### config.mk
export PLATFORM = sky130hd
export DESIGN_NAME = fifo_uart_tx
export DESIGN_NICKNAME = d
export VERILOG_FILES = /design/src/rtl/fifo_uart_tx.sv
export SDC_FILE = /design/constraint.sdc
export NUM_CORES = 1
export LEC_CHECK = 0
export BUFFER_PORTS_ARGS = -buffer_cell sky130_fd_sc_hd__buf_2
export CAP_MARGIN = 20
export CORE_ASPECT_RATIO = 0.7
export CORE_UTILIZATION = 50
export CTS_CLUSTER_DIAMETER = 40
export DETAILED_ROUTE_END_ITERATION = 8
export PLACE_DENSITY = 0.71
export SYNTH_ARGS = -nofsm -noshare
export SYNTH_HDL_FRONTEND = slang
export SYNTH_SLANG_ARGS = --single-unit
### constraint.sdc
create_clock -name clk -period 4.8 [get_ports clk]
set_input_delay 0.72 -clock clk [delete_from_list [all_inputs] [get_ports clk]]
set_output_delay 0.72 -clock clk [all_outputs]
set_load 0.01 [all_outputs]
### src/rtl/fifo_uart_tx.sv
// fifo_uart_tx: drains bytes from a FIFO one at a time and transmits each as an 8N1 UART frame.
module fifo_uart_tx #(
  parameter int DATA_WIDTH   = 8,
  parameter int CLKS_PER_BIT = 16
) (
  input  logic                  clk,
  input  logic                  rst,
  input  logic                  tx_en,
  input  logic                  fifo_empty,
  input  logic [DATA_WIDTH-1:0] fifo_data,
  output logic                  fifo_re,
  output logic                  tx,
  output logic                  busy,
  output logic                  tx_done
);
  localparam int BW = $clog2(CLKS_PER_BIT);
  localparam int CW = $clog2(DATA_WIDTH) + 1;
  localparam logic [BW-1:0] BAUD_LAST = BW'(CLKS_PER_BIT - 1);
  localparam logic [CW-1:0] BIT_LAST  = CW'(DATA_WIDTH - 1);

  typedef enum logic [2:0] {IDLE, FETCH, WAIT, START, DATA, STOP} state_t;

  state_t                state_q, state_d;
  logic [BW-1:0]         baud_q, baud_d;
  logic [CW-1:0]         bit_q, bit_d;
  logic [DATA_WIDTH-1:0] sr_q, sr_d;
  logic                  tx_q, tx_d, re_q, re_d, busy_q, busy_d, done_q, done_d;
  logic                  bit_end, timed, shift;

  always_comb begin
    bit_end = baud_q == BAUD_LAST;
    state_d = state_q;
    case (state_q)
      IDLE:    state_d = (tx_en && !fifo_empty) ? FETCH : IDLE;
      FETCH:   state_d = WAIT;
      WAIT:    state_d = START;
      START:   state_d = bit_end ? DATA : START;
      DATA:    state_d = (bit_end && bit_q == BIT_LAST) ? STOP : DATA;
      STOP:    state_d = bit_end ? IDLE : STOP;
      default: state_d = IDLE;
    endcase
    timed  = state_q inside {START, DATA, STOP};
    shift  = state_q == DATA && bit_end;
    // baud count restarts on every state entry and at every bit boundary
    baud_d = (!timed || state_d != state_q || bit_end) ? '0 : baud_q + 1'b1;
    bit_d  = state_q != DATA ? '0 : shift ? bit_q + 1'b1 : bit_q;
    sr_d   = state_q == WAIT ? fifo_data : shift ? sr_q >> 1 : sr_q;
    tx_d   = state_d == START ? 1'b0 : state_d == DATA ? sr_d[0] : 1'b1;
    re_d   = state_d == FETCH;
    busy_d = !(state_d inside {IDLE, FETCH});
    done_d = state_q == STOP && state_d == IDLE;
  end

  always_ff @(posedge clk or posedge rst) begin
    if (rst) begin
      state_q <= IDLE;
      baud_q  <= '0;
      bit_q   <= '0;
      sr_q    <= '0;
      tx_q    <= 1'b1;
      re_q    <= 1'b0;
      busy_q  <= 1'b0;
      done_q  <= 1'b0;
    end else begin
      state_q <= state_d;
      baud_q  <= baud_d;
      bit_q   <= bit_d;
      sr_q    <= sr_d;
      tx_q    <= tx_d;
      re_q    <= re_d;
      busy_q  <= busy_d;
      done_q  <= done_d;
    end
  end

  assign fifo_re = re_q;
  assign tx      = tx_q;
  assign busy    = busy_q;
  assign tx_done = done_q;
endmodule
; After elaboration in Yosys (flattened, before gate mapping)
; Index checks and enable logic that the tools add are counted.
[totals]
regBits = 23
input_bits = 12
out_inout_bits = 4
elab_cells = 50
[op_classes]
addsub = 2
eq_ne = 12
muxes = 12
n_reduce_logical = 15
[op_table]
columns = op, n
row1 = $pmux W3 S6, 1
row2 = $mux W8, 2
row3 = $mux W4, 3
row4 = $eq A3 B2 Y1 const B, 3
row5 = $eq A3 B3 Y1 const B, 3
row6 = $add A4 B1 Y4 const B, 2
row7 = $eq A3 B1 Y1 const B, 2
row8 = $logic_not A3 Y1, 2
row9 = $mux W3, 2
row10 = $reduce_bool A2 Y1, 3
row11 = $eq A4 B3 Y1 const B, 1
row12 = $eq A4 B4 Y1 const B, 1
row13 = $logic_and A1 B1 Y1, 4
row14 = $mux W1, 4
row15 = $logic_not A1 Y1, 3
row16 = $ne A3 B3 Y1, 1
row17 = $ne A3 B3 Y1 const B, 1
row18 = $reduce_bool A3 Y1, 1
row19 = $logic_or A1 B1 Y1, 2

; Longest topological paths before layout
; Gate-level depths: netlist of the first run.
[logic_depth]
ltp_word = 8
ltp_mapped = 6
depth_no_buf = 5

; Worst setup path before layout of the first run
; OpenSTA, ideal clock, no wires.
[synth_path]
path_type = register to register
start = register baud_q[0]
end = register tx_q, in the netlist tx
setup_ns = 0.082
arrival_time_ns = 1.477
required_time_ns = 4.718
slack_ns = 3.241
path_stages_with_launch = 7
n_path_buf = 1
period_less_slack_ns = 1.559
cell_sequence = dfrtp_1 -> ha_1 -> and3_1 -> buf_2 -> a41oi_1 -> a21oi_1 -> a211o_1
[synth_via]
elab_chain_len = 7
elab_cells_between_ends = 13
cone_classes = eq/ne (3) / mux (8) / reduce/logical (2)
[synth_rtl]
columns = element, line_no
row1 = from (decl), 24  ; logic [BW-1:0] baud_q, baud_d;
row2 = from (signal assigned), 66  ; baud_q <= baud_d;
row3 = $eq A4 B4 Y1 *, 31  ; bit_end = baud_q == BAUD_LAST;
row4 = $logic_and A1 B1 Y1, 38  ; DATA: state_d = (bit_end && bit_q == BIT_LAST) ? STOP : DATA;
row5 = $mux W1, 38
row6 = $pmux W3 S6, 33  ; case (state_q)
row7 = $eq A3 B3 Y1, 48  ; tx_d = state_d == START ? 1'b0 : state_d == DATA ? sr_d[0] : 1'b1;
row8 = $mux W1, 48
row9 = $mux W1 *, 48
row10 = net tx_d, 27  ; logic tx_q, tx_d, re_q, re_d, busy_q, busy_d, done_q, done_d;
row11 = to (signal assigned), 69  ; tx_q <= tx_d;
row12 = to (decl), 27
; Mark *: on every way through the listed nets, which the timed path passes. The rest lies on a longest branch. The select of a mux whose other input is x is not followed.
; A chain may end at the register's enable or synchronous reset.

; Worst setup path in the final report of the first run
; Same ends and word-level chain as after synthesis.

==> qor.yml, run 1 <==
yosys_warnings: 0
yosysUniqueCellTypes: 31
detail-route-antenna-nets: 0
synth-edff-count: 0
power_density_nw_per_um2: 254.7
worst_pin_slew_ns: 0.8548
die_w_um: 57.71
h-tree-depth: 1
min_period_over_period: 0.3594
dp.final_hpwl_um: 1390
yosysSeqAreaShare: 0.5311
hold_path.class: "reg2reg"
grt_pass1_vias: 626
placed_area_um2: 1155
dp.cells: 139
port_buffers: 15
min_period_ns: 1.725
cts_sinks: 23
violations: "design-rule violations"
cp_cell_sequence: "ha_1 > and3_1 > a41oi_1 > a21oi_1 > a211o_1"
crit_buf_inv: 0
required_ns: 5.05
relSlewSlack: 0.4295
critical_path_class: "reg2reg"
antenna_found_initial: 0
gp_congestion: 0.8199
io_pins: 16
drt_pass1_iterations: 6
synth.area.top_cells: "dfrtp_1 51%, nand2_1 6.9%, a22oi_1 3.5%"
cp_top_family: "compound AO/OA/AOI/OAI gates"
synth-main-ff-cell: "dfrtp_1"
rr_worst_depth: 5
post_cts_buffers: 0
fin_setup_tns_ns: 0
path_max_fanout: 10
drc_errors: 1
insertion_delay_ns: 0.31
rsz0062_at_grt: "no"
stdcell_count: 143
numCtsBuffers: 3
run_status: "complete, but fails checks"
hold_ws_ns: 0.4671
ctsResizeCount: 0
viasPerCell: 5.538
synth_fp_nets: 121
area_delta_synth_final_pct: 8.755
via_count: 792
grt_max_degree: 24
grt_pass1_wl_um: 3022
yosysTopAreaCellShare: 0.5069
critPathCaptureType: "flop"
initial_core_util: 0.5564
worst-path-stages: 5
antenna_cells: 0
nNetsFinal: 136
slowest_delay_ns: 0.42
clockBufferDepth: 2
fin_ws_ns: 3.075
root_buffer: "clkbuf_4"
cp.arrival_ns: 1.97
wl_per_cell_um: 13.25
peakVddDrop_mv: 0.1987
synth_common_cells: "22 x dfrtp_1, 20 x nand2_1, 9 x nor2_1"
coreArea_um2: 1952
finalSetupViolations: 0
drt-initial-drc-count: 36
track_usage: 0.1830
synth_cells: 107
worstSetupStartpointType: "flop"
synth-seq-cells: 23
synth_area_leader_cell: "dfrtp_1"
report.final.slew_viol_count: 0
fin_util: 0.6051
synth_area_um2: 1086
stdcell_area_um2: 1181
yosysMostFrequentCell: "dfrtp_1"
hold_viol: 0
finalPower_uw: 300.9
cts_tree: "yes"
ys_async_sr_fraction: 1.000
leakage_nw: 0.5691
die-area_um2: 2366
overflow: 0
slowest_stage: "dfrtp_1"
hold_depth: 1
die_h_um: 41.00
ctsHoldBuffers: 0
fmax_mhz: 579.7
postSynthAreaPerCell_um2: 10.15
clk_pin_slew_ns: 0.12
maxCapViolCount: 0
detailedPlace.worstSlack_ns: 3.098
drive_above_1_share: 0.1983
skew_ns: 0.001759
wl_um: 1895
placementRows: 13
-- worst register-to-register path: stages (launching register included) --
cell and delay (ns):
dfrtp_1 0.42, ha_1 0.24, and3_1 0.27, a41oi_1 0.35
a21oi_1 0.12, a211o_1 0.28
-- power by group --
group	leakage, nW	switching, mW	internal (mW)
sequential	0.268	0.00198	0.197
combinational	0.286	0.00670	0.00583
clock	0.0150	0.0565	0.0325
total	0.569	0.0652	0.236
-- cell usage in the layout, fill, tap and decap left out, types with 4 or more instances in the layout --
cell / netlist / layout
nand2_1: 20 / 20
a22oi_1: 5 / 5
a21oi_1: 4 / 4
buf_2: 3 / 15
nor2_1: 9 / 9
dfrtp_1: 22 / 22
o21ai_0: 6 / 6
-- kinds of logic (layout without fill, tap and decap cells) --
family                   count (synthesis)  count (layout)  synth area share
AND/OR/NAND/NOR                         44              44            0.2062
flip-flops                              23              23            0.5311
AO/OA/AOI/OAI                           22              22            0.1325
buffers and inverters                    9              23           0.04838
XOR/XNOR                                 5               5           0.04033
adder cells (fa/ha/maj)                  2               2           0.02304
multiplexers                             2               2           0.01843
-- registers in the layout (all words and copies together) (netlist names) --
| register | flops |
|---|---|
| state_q | 3 |
| tx | 1 |
| baud_q | 4 |
| fifo_re | 1 |
| busy | 1 |
| sr_q | 8 |
| tx_done | 1 |
| bit_q | 4 |
-- per-layer routing --
metal	vias up	track usage	wire length, um
li1	393	-	-
met1	378	0.2767	973
met2	19	0.2471	809
met3	2	0.06625	99
met4	0	0.03571	12
met5	-	0	0
-- path summary, 6_finish.rpt --
check                               start   endpoint  slack (ns)
worst min register to register  baud_q[0]  baud_q[0]        0.47
worst min-delay path            baud_q[0]  baud_q[0]        0.47
worst max-delay path            baud_q[0]         tx        3.08
worst max register to register  baud_q[0]         tx        3.08
min in group asynchronous             rst    sr_q[6]        0.56
max in group asynchronous             rst    sr_q[4]        3.72
-- final cells by class --
cell class / count / area (um^2)
multi-input cells: 75 / 456.7
fillers: 174 / 770.7
well taps: 22 / 27.53
repair buffers: 16 / 82.58
flip-flops and latches: 23 / 576.8
inverters: 3 / 11.26
clock buffers: 4 / 26.28
(Power assumes the default switching activity.)
==> run 2: changes to the inputs <==
- ABC_AREA: default -> 1
- clock period: 4.8 -> 1.7 ns (I/O delays scaled with it)
==> qor.yml, run 2 <==
fmax_mhz: 692.0  # +19%
synth_cells: 113  # +5.6%
yosys_warnings: 0  # unchanged
yosysUniqueCellTypes: 26  # -16%
largestRegisters: "sr_q: 8 flops, baud_q: 4 flops, bit_q: 4 flops"
yosysSeqAreaShare: 0.5329  # +0.001842
report.final.slew_viol_count: 0  # unchanged
clockBufferDepth: 2  # unchanged
synth-seq-cells: 23  # unchanged
hold_viol: 0  # unchanged
viasPerCell: 5.199  # -6.1%
cp.arrival_ns: 1.70  # -0.27 ns
nNetsFinal: 149  # +9.6%
via_count: 811  # +2.4%
grt_pass1_wl_um: 3036  # +0.46%
maxCapViolCount: 0  # unchanged
synth_area_um2: 1082  # -0.35%
antenna_cells: 0  # unchanged
peakVddDrop_mv: 0.4275  # +120%
leakage_nw: 0.6042  # +6.2%
synth.area.top_cells: "dfrtp_1 51%, nand2_1 8.0%, nor2_1 4.9%"
dp.cells: 151  # +8.6%
overflow: 0  # unchanged
worst_pin_slew_ns: 0.4841  # -0.3707 ns
synth-edff-count: 0  # unchanged
cts_tree: "yes"
min_period_ns: 1.445  # -0.2799 ns
synth-main-ff-cell: "dfrtp_1"
ctsResizeCount: 0  # unchanged
yosys.area_share.adder: 0.02312  # +0.00007991
violations: "design-rule violations"
critical_path_class: "reg2reg"
synth_area_leader_cell: "dfrtp_1"
die-area_um2: 2358  # -0.34%
synthMuxAreaShare: 0  # -0.01843
fin_util: 0.6295  # +0.02436
detail-route-antenna-nets: 0  # unchanged
clk_pin_slew_ns: 0.11  # about the same
fin_setup_tns_ns: 0  # unchanged
root_buffer: "clkbuf_4"
min_period_over_period: 0.8500  # +0.4907
critPathCaptureType: "flop"
rsz0062_at_grt: "no"
path_max_fanout: 7  # -3
placed_area_um2: 1192  # +3.2%
mostFrequentLayoutCells: "23 x nand2_1, 22 x dfrtp_1, 15 x buf_2, 14 x nor2_1, 9 x inv_1"
wl_um: 1903  # +0.42%
die_w_um: 57.61  # -0.16%
synthXorXnorAreaFrac: 0.01618  # -0.02414
r2r_slack_ns: 0.25  # -2.82 ns
largest_reg_flops: 8  # unchanged
drt-initial-drc-count: 35  # -2.8%
post_cts_buffers: 0  # unchanged
power_density_nw_per_um2: 687.5  # +170%
finalSetupViolations: 0  # unchanged
stdcell_area_um2: 1229  # +4.0%
port_buffers: 15  # unchanged
numCtsBuffers: 3  # unchanged
cts_sinks: 23  # unchanged
synth_top_family_by_area: "simple AND/OR/NAND/NOR gates"
run_status: "complete, but fails checks"
wl_per_cell_um: 12.20  # -7.9%
detailedPlace.worstSlack_ns: 0.2827  # -2.815 ns
skew_ns: 0.001792  # +0.00003228 ns
antenna_found_initial: 0  # unchanged
track_usage: 0.1873  # +0.004311
finalPower_uw: 844.8  # +180%
insertion_delay_ns: 0.31  # about the same
initial_core_util: 0.5545  # -0.001923
yosysMostFrequentCell: "nand2_1"
stdcell_count: 156  # +9.1%
yosys.area_share.simple: 0.2867  # +0.08048
area_delta_synth_final_pct: 13.53
worstSetupStartpointType: "flop"
relSlewSlack: 0.6769  # +0.2474
fin_ws_ns: 0.2549  # -2.820 ns
synth_compound_area_frac: 0.08786  # -0.04463
coreArea_um2: 1952  # unchanged
required_ns: 1.95  # -3.10 ns
ctsHoldBuffers: 1  # +1
ys_async_sr_fraction: 1.000  # unchanged
drive_above_1_share: 0.2687  # +0.07031
largest_register: "sr_q"
synth_common_cells: "23 x nand2_1, 22 x dfrtp_1, 14 x nor2_1"
synth_fp_nets: 127  # +5.0%
die_h_um: 40.93  # -0.17%
yosysTopAreaCellShare: 0.5087  # +0.001758
grt_max_degree: 14  # -42%
placementRows: 13  # unchanged
layout_commonest_cell: "nand2_1"
io_pins: 16  # unchanged
hold_ws_ns: 0.1540  # -0.3132 ns
h-tree-depth: 1  # unchanged
dp.final_hpwl_um: 1501  # +8.1%
drt_pass1_iterations: 6  # unchanged
hold_path.class: "in2reg"
drc_errors: 1  # unchanged
postSynthAreaPerCell_um2: 9.578  # -5.6%
gp_congestion: 0.8084  # -1.4%
grt_pass1_vias: 653  # +4.3%
==> run 2: cell types whose count changed after synthesis, sizes merged, moves of 2 or more <==
| cell | delta |
|---|---|
| nor2 | +7 |
| nand3 | +6 |
| xnor2 | -2 |
| o21ai | -4 |
| and3 | -3 |
| nor3 | +4 |
| buf | -5 |
| mux2i | -2 |
| inv | +10 |
| nor3b | -2 |
| nand2 | +6 |
==> run 2: cell families after synthesis <==
logic type / after synthesis
AND/OR/NAND/NOR: 58
adder cells (fa/ha/maj): 2
buffers and inverters: 14
AO/OA/AOI/OAI: 14
XOR/XNOR: 2
flip-flops: 23
==> run 2: worst paths after layout <==
path,startpoint,end,cells after the start
max reg2reg,baud_q[0],tx,9
max,baud_q[0],tx,9
min reg2reg,baud_q[0],baud_q[0],1
max in group asynchronous,rst,fifo_re,4
min in group asynchronous,rst,sr_q[2],3
min,fifo_data[1],sr_q[1],3
==> run 2: final cells by class <==
cell class / count / area [um^2]
Fill cell: 168 / 723.2
Clock buffer: 4 / 26.28
Sequential cell: 23 / 576.8
Timing Repair Buffer: 17 / 92.59
Multi-Input combinational cell: 76 / 447.9
Inverter: 14 / 57.56
Tap cell: 22 / 27.53
==> run 2: per-layer routing <==
metal | vias to the layer above | global-route usage | wire length [um]
li1 | 420 | - | -
met1 | 372 | 0.2653 | 980
met2 | 15 | 0.2558 | 812
met3 | 4 | 0.06625 | 88
met4 | 0 | 0.08537 | 21
met5 | - | 0 | 0
==> run 2: worst max-delay path: stages (launching register included) <==
cell	delay [ns]
dfrtp_1	0.42
ha_1	0.26
nand3_4	0.13
clkinv_4	0.09
nand2_1	0.08
nand2_1	0.08
nand2_2	0.10
nand3_2	0.08
nor2_1	0.09
nor2_1	0.05
==> run 2: report_power, final <==
part / internal, mW / switching, mW
sequential: 0.557 / 0.00470
clock: 0.0917 / 0.151
combinational: 0.0185 / 0.0214
